--- src/rtl/eqed_err_detector_if.sv ---
// Stream, injection and result bundle between the EQED harness and its divergence detector.
// master = harness side (drives streams/injection), slave = detector side.
interface eqed_err_detector_if #(
  parameter int DW    = 3,
  parameter int SIG_W = 6,
  parameter int SEL_W = 4,
  parameter int LAT_W = 5
);
  logic             start;
  logic [DW-1:0]    gold_out;
  logic [DW-1:0]    dut_out;
  logic             inj_valid;
  logic [SEL_W-1:0] inj_sel;
  logic             busy;
  logic             result_valid;
  logic             detected;
  logic             masked;
  logic             spurious;
  logic [LAT_W-1:0] det_latency;
  logic [SEL_W-1:0] det_sel;
  logic [SIG_W-1:0] gold_sig;
  logic [SIG_W-1:0] dut_sig;

  modport master (
    output start, gold_out, dut_out, inj_valid, inj_sel,
    input  busy, result_valid, detected, masked, spurious,
           det_latency, det_sel, gold_sig, dut_sig
  );

  modport slave (
    input  start, gold_out, dut_out, inj_valid, inj_sel,
    output busy, result_valid, detected, masked, spurious,
           det_latency, det_sel, gold_sig, dut_sig
  );
endinterface

--- src/rtl/eqed_err_detector.sv ---
// EQED detection end: compacts golden and faulty streams into MISRs and classifies a one-shot
// single-bit-flip run as detected, masked or spurious, with latency and captured injection site.
module eqed_err_detector #(
  parameter int               DW       = 3,
  parameter int               SIG_W    = 6,
  parameter logic [SIG_W-1:0] SEED     = SIG_W'(6'h01),
  parameter logic [SIG_W-1:0] TAP_MASK = SIG_W'(6'b110000),
  parameter int               SEL_W    = 4,
  parameter int               WINDOW   = 16,
  parameter int               LAT_W    = 5
) (
  input  logic                clk,
  input  logic                rst,
  eqed_err_detector_if.slave  io_bus
);

  typedef enum logic [1:0] {
    S_IDLE,
    S_ARMED,
    S_WATCH,
    S_REPORT
  } state_t;

  state_t           r_state, w_state_next;
  logic [SIG_W-1:0] r_gold_sig, w_gold_sig_next;
  logic [SIG_W-1:0] r_dut_sig, w_dut_sig_next;
  logic [LAT_W-1:0] r_cnt, w_cnt_next;
  logic             r_detected, w_detected_next;
  logic             r_masked, w_masked_next;
  logic             r_spurious, w_spurious_next;
  logic [LAT_W-1:0] r_det_latency, w_det_latency_next;
  logic [SEL_W-1:0] r_det_sel, w_det_sel_next;

  logic [SIG_W-1:0] w_gold_misr;
  logic [SIG_W-1:0] w_dut_misr;
  logic             w_sig_mismatch;

  // Stream bit j folds into even stage 2j so every input bit enters a distinct stage.
  assign w_gold_misr[0] = ^(r_gold_sig & TAP_MASK) ^ io_bus.gold_out[0];
  assign w_dut_misr[0]  = ^(r_dut_sig & TAP_MASK) ^ io_bus.dut_out[0];

  for (genvar gi = 1; gi < SIG_W; gi++) begin : g_misr
    if ((gi % 2 == 0) && (gi / 2 < DW)) begin : g_fold
      assign w_gold_misr[gi] = r_gold_sig[gi-1] ^ io_bus.gold_out[gi/2];
      assign w_dut_misr[gi]  = r_dut_sig[gi-1] ^ io_bus.dut_out[gi/2];
    end else begin : g_shift
      assign w_gold_misr[gi] = r_gold_sig[gi-1];
      assign w_dut_misr[gi]  = r_dut_sig[gi-1];
    end
  end

  assign w_sig_mismatch = (r_gold_sig != r_dut_sig);

  always_comb begin
    w_state_next       = r_state;
    w_gold_sig_next    = r_gold_sig;
    w_dut_sig_next     = r_dut_sig;
    w_cnt_next         = r_cnt;
    w_detected_next    = r_detected;
    w_masked_next      = r_masked;
    w_spurious_next    = r_spurious;
    w_det_latency_next = r_det_latency;
    w_det_sel_next     = r_det_sel;

    case (r_state)
      S_IDLE: begin
        if (io_bus.start) begin
          w_state_next       = S_ARMED;
          w_gold_sig_next    = SEED;
          w_dut_sig_next     = SEED;
          w_cnt_next         = '0;
          w_detected_next    = 1'b0;
          w_masked_next      = 1'b0;
          w_spurious_next    = 1'b0;
          w_det_latency_next = '0;
          w_det_sel_next     = '0;
        end
      end

      S_ARMED: begin
        w_gold_sig_next = w_gold_misr;
        w_dut_sig_next  = w_dut_misr;
        // A divergence before any injection means the pair was never equivalent.
        if (w_sig_mismatch) begin
          w_spurious_next = 1'b1;
          w_state_next    = S_REPORT;
        end else if (io_bus.inj_valid) begin
          w_det_sel_next = io_bus.inj_sel;
          w_cnt_next     = LAT_W'(1);
          w_state_next   = S_WATCH;
        end
      end

      S_WATCH: begin
        w_gold_sig_next = w_gold_misr;
        w_dut_sig_next  = w_dut_misr;
        if (w_sig_mismatch) begin
          w_detected_next    = 1'b1;
          w_det_latency_next = r_cnt;
          w_state_next       = S_REPORT;
        end else if (r_cnt == LAT_W'(WINDOW)) begin
          w_masked_next = 1'b1;
          w_state_next  = S_REPORT;
        end else begin
          w_cnt_next = r_cnt + LAT_W'(1);
        end
      end

      S_REPORT: begin
        w_state_next = S_IDLE;
      end

      default: begin
        w_state_next = S_IDLE;
      end
    endcase
  end

  always_ff @(posedge clk) begin
    if (rst) begin
      r_state       <= S_IDLE;
      r_gold_sig    <= '0;
      r_dut_sig     <= '0;
      r_cnt         <= '0;
      r_detected    <= 1'b0;
      r_masked      <= 1'b0;
      r_spurious    <= 1'b0;
      r_det_latency <= '0;
      r_det_sel     <= '0;
    end else begin
      r_state       <= w_state_next;
      r_gold_sig    <= w_gold_sig_next;
      r_dut_sig     <= w_dut_sig_next;
      r_cnt         <= w_cnt_next;
      r_detected    <= w_detected_next;
      r_masked      <= w_masked_next;
      r_spurious    <= w_spurious_next;
      r_det_latency <= w_det_latency_next;
      r_det_sel     <= w_det_sel_next;
    end
  end

  assign io_bus.busy         = (r_state != S_IDLE);
  assign io_bus.result_valid = (r_state == S_REPORT);
  assign io_bus.detected     = r_detected;
  assign io_bus.masked       = r_masked;
  assign io_bus.spurious     = r_spurious;
  assign io_bus.det_latency  = r_det_latency;
  assign io_bus.det_sel      = r_det_sel;
  assign io_bus.gold_sig     = r_gold_sig;
  assign io_bus.dut_sig      = r_dut_sig;

endmodule

--- src/flat_wrapper.sv ---
// flat-port wrapper written by rule: the top's interface ports become plain ports
module eqed_err_detector_flat 
#(
  parameter int               DW       = 3,
  parameter int               SIG_W    = 6,
  parameter logic [SIG_W-1:0] SEED     = SIG_W'(6'h01),
  parameter logic [SIG_W-1:0] TAP_MASK = SIG_W'(6'b110000),
  parameter int               SEL_W    = 4,
  parameter int               WINDOW   = 16,
  parameter int               LAT_W    = 5
)
  (clk, rst, io_bus_start, io_bus_gold_out, io_bus_dut_out, io_bus_inj_valid, io_bus_inj_sel, io_bus_busy, io_bus_result_valid, io_bus_detected, io_bus_masked, io_bus_spurious, io_bus_det_latency, io_bus_det_sel, io_bus_gold_sig, io_bus_dut_sig);
  eqed_err_detector_if #(.DW(DW), .SIG_W(SIG_W), .SEL_W(SEL_W), .LAT_W(LAT_W)) io_bus_i ();
  input  logic clk;
  input  logic rst;
  input wire logic [$bits(io_bus_i.start)-1:0] io_bus_start;
  input wire logic [$bits(io_bus_i.gold_out)-1:0] io_bus_gold_out;
  input wire logic [$bits(io_bus_i.dut_out)-1:0] io_bus_dut_out;
  input wire logic [$bits(io_bus_i.inj_valid)-1:0] io_bus_inj_valid;
  input wire logic [$bits(io_bus_i.inj_sel)-1:0] io_bus_inj_sel;
  output wire logic [$bits(io_bus_i.busy)-1:0] io_bus_busy;
  output wire logic [$bits(io_bus_i.result_valid)-1:0] io_bus_result_valid;
  output wire logic [$bits(io_bus_i.detected)-1:0] io_bus_detected;
  output wire logic [$bits(io_bus_i.masked)-1:0] io_bus_masked;
  output wire logic [$bits(io_bus_i.spurious)-1:0] io_bus_spurious;
  output wire logic [$bits(io_bus_i.det_latency)-1:0] io_bus_det_latency;
  output wire logic [$bits(io_bus_i.det_sel)-1:0] io_bus_det_sel;
  output wire logic [$bits(io_bus_i.gold_sig)-1:0] io_bus_gold_sig;
  output wire logic [$bits(io_bus_i.dut_sig)-1:0] io_bus_dut_sig;
  assign io_bus_i.start = io_bus_start;
  assign io_bus_i.gold_out = io_bus_gold_out;
  assign io_bus_i.dut_out = io_bus_dut_out;
  assign io_bus_i.inj_valid = io_bus_inj_valid;
  assign io_bus_i.inj_sel = io_bus_inj_sel;
  assign io_bus_busy = io_bus_i.busy;
  assign io_bus_result_valid = io_bus_i.result_valid;
  assign io_bus_detected = io_bus_i.detected;
  assign io_bus_masked = io_bus_i.masked;
  assign io_bus_spurious = io_bus_i.spurious;
  assign io_bus_det_latency = io_bus_i.det_latency;
  assign io_bus_det_sel = io_bus_i.det_sel;
  assign io_bus_gold_sig = io_bus_i.gold_sig;
  assign io_bus_dut_sig = io_bus_i.dut_sig;
  eqed_err_detector #(.DW(DW), .SIG_W(SIG_W), .SEED(SEED), .TAP_MASK(TAP_MASK), .SEL_W(SEL_W), .WINDOW(WINDOW), .LAT_W(LAT_W)) u_core (.clk(clk), .rst(rst), .io_bus(io_bus_i));
endmodule
--- config.mk ---
export PLATFORM = sky130hd
export DESIGN_NAME = eqed_err_detector_flat
export DESIGN_NICKNAME = d
export VERILOG_FILES = /design/src/rtl/eqed_err_detector_if.sv /design/src/rtl/eqed_err_detector.sv /design/src/flat_wrapper.sv
export SDC_FILE = /design/constraint.sdc
export NUM_CORES = 1
export LEC_CHECK = 0
export CAP_MARGIN = 15
export CELL_PAD_IN_SITES_DETAIL_PLACEMENT = 0
export CELL_PAD_IN_SITES_GLOBAL_PLACEMENT = 1
export CORE_MARGIN = 3
export CORE_UTILIZATION = 32
export CTS_CLUSTER_SIZE = 25
export DETAILED_ROUTE_END_ITERATION = 10
export GPL_ROUTABILITY_DRIVEN = 0
export PLACE_DENSITY = 0.8
export SLEW_MARGIN = 10
export SYNTH_ARGS = -nofsm -noshare
export SYNTH_HDL_FRONTEND = slang
export SYNTH_SLANG_ARGS = --single-unit
--- constraint.sdc ---
create_clock -name clk -period 1.9 [get_ports clk]
set_clock_uncertainty 0.1 [all_clocks]
set_input_delay 0.285 -clock clk [delete_from_list [all_inputs] [get_ports clk]]
set_output_delay 0.285 -clock clk [all_outputs]
set_load 0.1 [all_outputs]
* Word-level counts from Yosys, hierarchy flattened
Index checks and enable logic that the tools add are counted.
Cells by class: bitwise operators 6, add/subtract/negate cells 1, equality and inequality tests 15, muxes and demuxes 28, reductions and logical operators 16
Operators by type and width (count):
- $mux W5 | 6
- $pmux W6 S2 | 2
- $pmux W5 S3 | 1
- $mux W4 | 3
- $reduce_xor A6 Y1 | 2
- $mux W2 | 5
- $ne A2 B2 Y1 const B | 5
- $pmux W5 S2 | 1
- $reduce_and A3 Y1 | 3
- $pmux W2 S4 | 1
- $pmux W4 S2 | 1
- $reduce_and A4 Y1 | 2
- $reduce_bool A2 Y1 | 4
- $mux W6 | 1
- $ne A2 B1 Y1 const B | 3
- $ne A6 B6 Y1 | 1
- $pmux W1 S2 | 3
- $reduce_and A6 Y1 | 1
- $xor A1 B1 Y1 | 6
- $add A5 B1 Y5 const B | 1
- $eq A5 B5 Y1 const B | 1
- $eq A2 B2 Y1 const B | 2
- $mux W1 | 4
- $ne A3 B1 Y1 const B | 1
- other kinds (6) | 6
Storage, ports and cells: flip-flop bits (word level) 31, word-level logic and storage cells 75, output and inout bits 26

* Depth between registers and ports, before layout
depth after elaboration 4, mapped depth 8, depth with buffers taken out 7

* Worst setup path before layout
No wires, ideal clock.
path kind register to register, start register u_core.r_dut_sig[5] (netlist: u_core.io_bus.dut_sig[5]), end register u_core.r_det_sel[0] (netlist: u_core.io_bus.det_sel[0]), cell stages (with the launch flop) 6, buffers on the path 0, path slack -593 ps, arrival 2276 ps, library setup time 118 ps, period minus slack after synthesis 2493 ps, data required time 1682 ps, cells stage by stage dfxtp_1 -> xor2_1 -> nor4_4 -> nand4_1 -> o211a_1 -> a22o_1
On the way: word-level cells in the longest chain between the ends 3
RTL lines:
- start: declaration | RTL line eqed_err_detector.sv:26 | logic [SIG_W-1:0] r_dut_sig, w_dut_sig_next;
- start signal: assignment | RTL line eqed_err_detector.sv:133 | r_dut_sig <= w_dut_sig_next;
- $ne A6 B6 Y1 | RTL line eqed_err_detector.sv:52 | assign w_sig_mismatch = (r_gold_sig != r_dut_sig);
- $ne A2 B2 Y1 (no line)
- $reduce_and A4 Y1 (no line)
- end signal: assignment | RTL line eqed_err_detector.sv:139 | r_det_sel <= w_det_sel_next;
- end: declaration | RTL line eqed_err_detector.sv:32 | logic [SEL_W-1:0] r_det_sel, w_det_sel_next;
No other way between the ends. A chain may end at the register's enable or synchronous reset.

* Final worst setup path
start register u_core.r_cnt[0], end register u_core.r_cnt[4]
On the way: word-level cells in the longest chain between the ends 4
RTL lines:
- start: declaration | RTL line eqed_err_detector.sv:27 | logic [LAT_W-1:0] r_cnt, w_cnt_next;
- start signal: assignment | RTL line eqed_err_detector.sv:134 | r_cnt <= w_cnt_next;
- $add A5 B1 Y5 | RTL line eqed_err_detector.sv:105 | w_cnt_next = r_cnt + LAT_W'(1);
- $mux W5 | RTL line eqed_err_detector.sv:101 | end else if (r_cnt == LAT_W'(WINDOW)) begin
- $mux W5 | RTL line eqed_err_detector.sv:97 | if (w_sig_mismatch) begin
- $pmux W5 S3 | RTL line eqed_err_detector.sv:65 | case (r_state)
Parallel ways exist; a longest one is shown, timed or not. The select of a mux whose other input is x is not followed.

==> key figures <==
Floorplan
  – Std-Cell Rows: 24
  – Core Region: between 4000 and 5000 um2
  – Chip height: about 75 um
  – Die span in x: ~75 um
  – IO Pins: 40
  – Die Area: roughly 5600 um2
  – Initial Utilization: 0.3406

Drt
  – Via count: approximately 1500
  – Post-route antenna net violation count: 0
  – Initial DRC Count: about 110
  – Post-Route WL: approximately 4100 um
  – DR DRC count: 0
  – WL/cell: 14.21 um
  – First-pass DRT Iterations: 4
  – Post-DR vias/cell: 5.196

Global route
  – Wire length of the first global-routing pass: roughly 6800 um
  – Gr usage total: 0.1636
  – Vias in the first global route: about 1400
  – Grt ovf: 0
  – Antenna violations before repair: 0
  – Largest net degree at the start of global routing: 27

Worst setup path
  – Critical path type: flip-flop to flip-flop
  – CP Data Required Time: around 2000 ps
  – Critical Path AT: approximately 2000 ps
  – Crit start category: flip-flop
  – Critical path endpoint category: flip-flop
  – Worst-path fanout max: 3

Timing
  – Slew headroom: 0.7266
  – Fin Setup TNS: 0 ps
  – Fmax: roughly 530 MHz
  – # setup viols final: 0
  – Fin crit period: roughly 1900 ps
  – Final slew viol count: 0
  – Final Hold Slack: 371.4 ps
  – Fin. Hold Viols: 0
  – Least-Margin Pin Slew: between 400 and 500 ps
  – Fin crit share: 0.9902

Synthesis
  – Cell with the most instances after synthesis: dfxtp_1
  – Yosys cell types: 35
  – Asr flop ratio synth: 0
  – Mapped cell area: around 1500 um2
  – Cell count after synthesis: between 150 and 200
  – Yosys top cell area share: 0.4072
  – Sequential-to-total area share from yosys stat: 0.4072
  – List of most frequent post-synthesis cells: 31 x dfxtp_1, 17 x nor2_1, 12 x a21oi_1, 12 x xor2_1, 10 x a22oi_1
  – Synth Flop Type: dfxtp_1
  – Syn. warnings: 0
  – Yosys top cell by area: dfxtp_1
  – Avg Cell Area, Syn: approximately 9.0 um2
  – Synthesized net count: 189
  – EDFF count, synth: 0
  – Post-synthesis sequential element count: 31
  – Ranking of synthesized cells by area: dfxtp_1 41%, xor2_1 6.9%, a22o_1 5.2%

Place
  – Number of buffers added on ports: 39
  – Dpl cells: between 200 and 300
  – Hpwl dp: between 2000 and 3000 um

Cells and area
  – Final Util: 0.5652
  – Area Overhead vs Synth: 65.93%
  – Multi-input gate area: around 900 um2
  – FF+latch area: approximately 660 um2
  – Filler Cell Count: 397
  – Diodes inserted: 0
  – Nets: between 200 and 300
  – Non-Filler Instances: approximately 290
  – Share of cells above drive strength 1: 0.3605

Clocking
  – Postcts setup bufs: 0
  – Worst skew pair latency: 290 ps
  – CTS tree: built
  – Hold buffers post-CTS: 0
  – CTS Buffer Depth: 2
  – Clk sink count: 31
  – Max H-tree Level: 2
  – Total CTS buffers: 5
  – Root Driver: clkbuf_8
  – Clock Pin Slew Worst Setup and Hold Paths: 70 ps

Flow run
  – Max-Cap Viols: 0

Pwr
  – Tot Pwr: 4021 uW
  – Max IR drop VDD: between 1 and 1.5 mV
  – Leak pwr: between 0.001 and 0.0015 uW
  – Cell Pwr Density: roughly 1600 nW/um2

Worst hold path
  – HP Class: flip-flop to flip-flop

Outcome
  – Run status: completed
## what timing repair did
item / in CTS / in global routing
endpoints found under the hold margin: 0 / 0
setup endpoints to repair: 0 / 24
resized for setup: 0 / 7
## worst max-delay path: stages (launching register included)
cell and delay, ps:
dfxtp_2 320, inv_1 40, ha_1 190, and4bb_2 240, a2111oi_1 460, nand4_1 220, o31ai_1 230
## logic make-up (layout without fill, tap and decap cells)
family | count (synthesis) | after routing | share of synthesized area
buf+inv | 15 | 79 | 0.03694
compound gates | 54 | 54 | 0.2562
mux | 1 | 1 | 0.006568
xor+xnor | 14 | 14 | 0.08046
flops | 31 | 31 | 0.4072
simple gates | 48 | 48 | 0.1634
fa+ha+maj | 6 | 6 | 0.04926
## cells in the final DEF, fill, tap and decap left out, drive strengths merged, types with 5 or more instances in the layout
cell,instances
ha,6
a22o,9
clkdlybuf4s50,13
buf,49
a21oi,12
nand3,7
dfxtp,31
xor2,12
o21ai,6
a22oi,10
inv,8
clkbuf,7
nor2,18
nand2,6
nor3,5
## cell type report
type | instances | area share
clock buffer | 7 | 0.03018
clock inverter | 1 | 0.01188
inverter | 9 | 0.01484
multi-input combinational | 123 | 0.3553
sequential | 31 | 0.2613
tap | 52 | 0.02573
timing repair buffer | 62 | 0.3008
## power breakdown
part	switching [uW]	internal (uW)	leakage [uW]	total [uW]
combinational	1480	967	0.000710	2450
sequential	158	776	0.000260	934
clock	246	392	0.0000524	638
## path summary, 6_finish.rpt
check,start,to,slack (ps),depth (start not counted)
worst max-delay path,u_core.r_cnt[0]$_SDFFE_PP0P_,u_core.r_cnt[4]$_SDFFE_PP0P_,20,6
worst min-delay path,u_core.io_bus.det_latency[4]$_SDFFE_PP0P_,u_core.io_bus.det_latency[4]$_SDFFE_PP0P_,370,1
worst max register to register,u_core.r_cnt[0]$_SDFFE_PP0P_,u_core.r_cnt[4]$_SDFFE_PP0P_,20,6
worst min register to register,u_core.io_bus.det_latency[4]$_SDFFE_PP0P_,u_core.io_bus.det_latency[4]$_SDFFE_PP0P_,370,1
## registers in the layout, indices dropped and copies added, names as in the netlist
register / cells
u_core.io_bus.det_sel: 4
u_core.io_bus.dut_sig: 6
u_core.io_bus.spurious: 1
u_core.io_bus.det_latency: 5
u_core.io_bus.detected: 1
u_core.r_state: 2
u_core.io_bus.masked: 1
u_core.r_cnt: 5
u_core.io_bus.gold_sig: 6
## routing by layer
layer,vias up,track usage,wire length (um)
li1,746,-,-
met1,691,0.2260,1927
met2,38,0.2350,1841
met3,6,0.05340,213
met4,0,0.06522,69
met5,-,0,0
## per-stage QoR
step	setup slack [ps]	instance area, um2
final	18.64	2529
after detailed placement	-9.308	2400
after floorplan	-12.14	1600
after global placement	16.37	2400
after global routing	-64.30	2529
after CTS	23.14	2506
Note: power is estimated with default switching activity, not from simulation.
==> edit, RTL diff (same flow settings) <==
Reset style: asynchronous (`rst`), changed in one clocked block.
--- a/src/rtl/eqed_err_detector.sv
+++ b/src/rtl/eqed_err_detector.sv
@@ -116,7 +116,7 @@
     endcase
   end
 
-  always_ff @(posedge clk) begin
+  always_ff @(posedge clk or posedge rst) begin
     if (rst) begin
       r_state       <= S_IDLE;
       r_gold_sig    <= '0;
Check against the original RTL: differs if rst is asserted again (counterexample within 4 cycles, from zero or initial values and one cycle with rst high); with rst held inactive, the same outputs for 10 cycles.
==> edit against the original RTL <==
- area after synthesis increased by 14%
- sequential cell count stayed put
- die area increased by 13%
- worst setup slack lost 1.1 ps
- final area grew 17%
- routed wire length grew 15%
- critical path depth unchanged
- highest routed layer unchanged
Power is left out: the tool's default activity adds up to more than one toggle a clock period on the data nets, which glitch-free logic cannot reach.
==> edit: results (changes against the original RTL) <==
metric,value,unit,change
clock_latency,280,ps,
cts_buffer_depth,2,,unchanged
postPlaceCellArea,2760,um^2,+15%
synthTopCellsByCount,"31 x dfrtp_1, 19 x nand2_1, 15 x o21ai_0",,
postCtsResizedCells,3,,+3
nNetsFinal,272,,+7.9%
first_pass_iters,7,,+3
max_cap_viol_count,0,,unchanged
grt_pass1_wl,7780,um,+14%
grt_pass1_vias,1635,,+15%
tightest_slew,405,ps,-3.89 ps
hp-class,primary input to async pin,,
ys_seq_area_share,44.5,%,+3.8 points
status,completed,,
fin_cells,322,,+13%
arrival,1950,ps,-40 ps
placed_cells,310,,+12%
yosysWarnings,0,,unchanged
cts_made_buffers,5,,unchanged
diodes,0,,unchanged
slowest_stage,dfrtp_4,,
synthMuxAreaShare,1.79,%,+1.1 points
synth_nets,204,,+7.9%
dp_slack,-50.7,ps,-41.4 ps
slowest_delay,510,ps,+50 ps
synth_xor_area_share,7.03,%,-1.0 points
final_layout_size_suffix_gt1_share,38.9,%,+2.8 points
synth_compound_area_share,22.0,%,-3.6 points
clk_pin_slew,70,ps,about the same
avgViaCountPerCell,4.99,,-4.0%
cts_setup_buffers,0,,unchanged
synthArstFlopShare,100,%,+100 points
synth_cell_type_count,37,,+5.7%
wl,4660,um,+15%
io_buffers,39,,unchanged
crit_fanout,6,,+3
nFillCells,458,,+15%
syn_area_per_cell,9.53,um^2,+5.7%
path_delay_family,compound AO/OA/AOI/OAI gates,,
track_usage,15.7,%,-0.63 points
dp_hpwl,3500,um,+19%
drt_iter0_markers,155,,+36%
antenna_found_initial,0,,unchanged
grt_max_degree,32,,+19%
htree_levels,2,,unchanged
yosys-top-cells-area,"dfrtp_1 44%, xnor2_1 6.0%, ha_1 5.0%",,
synth_fa_ha_area_share,5.02,%,+0.095 points
==> edit: changes by cell type after synthesis, moves of 8 or more <==
cell     change
dfxtp_1     -31
dfrtp_1     +31
xor2_1      -10
o21ai_0      +9
nand2_1     +13
xnor2_1     +10
a22oi_1      -8
==> edit: per-layer routing <==
metal  GRT usage (%)  routed length (um)
met1            18.7                1940
met2            28.0                2450
met3            4.06                 233
met4            4.05                  36
met5               0                   0
==> edit: logic make-up (layout without fill, tap and decap cells) <==
logic type / count (synthesis) / after routing
flops: 31 / 31
fa+ha+maj: 7 / 7
mux: 3 / 3
xor+xnor: 14 / 14
simple gates: 53 / 53
buf+inv: 21 / 90
compound gates: 54 / 54
==> edit: path summary, 6_finish.rpt <==
| check | end | cells after the start | slack (ps) | start |
|---|---|---|---|---|
| max in group asynchronous | u_core.io_bus.dut_sig[4] | 3 | 1080 | rst |
| min in group clk | u_core.io_bus.det_sel[3] | 1 | 420 | u_core.io_bus.det_sel[3] |
| hold / removal | u_core.io_bus.det_latency[3] | 3 | 290 | rst |
| setup / recovery | u_core.io_bus.det_sel[0] | 6 | 20 | u_core.io_bus.gold_sig[1] |
| setup reg to reg | u_core.io_bus.det_sel[0] | 6 | 20 | u_core.io_bus.gold_sig[1] |
| hold reg to reg | u_core.io_bus.det_sel[3] | 1 | 420 | u_core.io_bus.det_sel[3] |
==> edit: final cells by class <==
type	instances	area [um^2]	area share (%)
clock inverters	1	5.00	0.170
multi-input cells	131	1040	35.2
repair buffers	70	862	29.2
well taps	70	87.6	2.97
clock buffers	7	86.3	2.93
flip-flops and latches	31	822	27.9
inverters	12	48.8	1.65
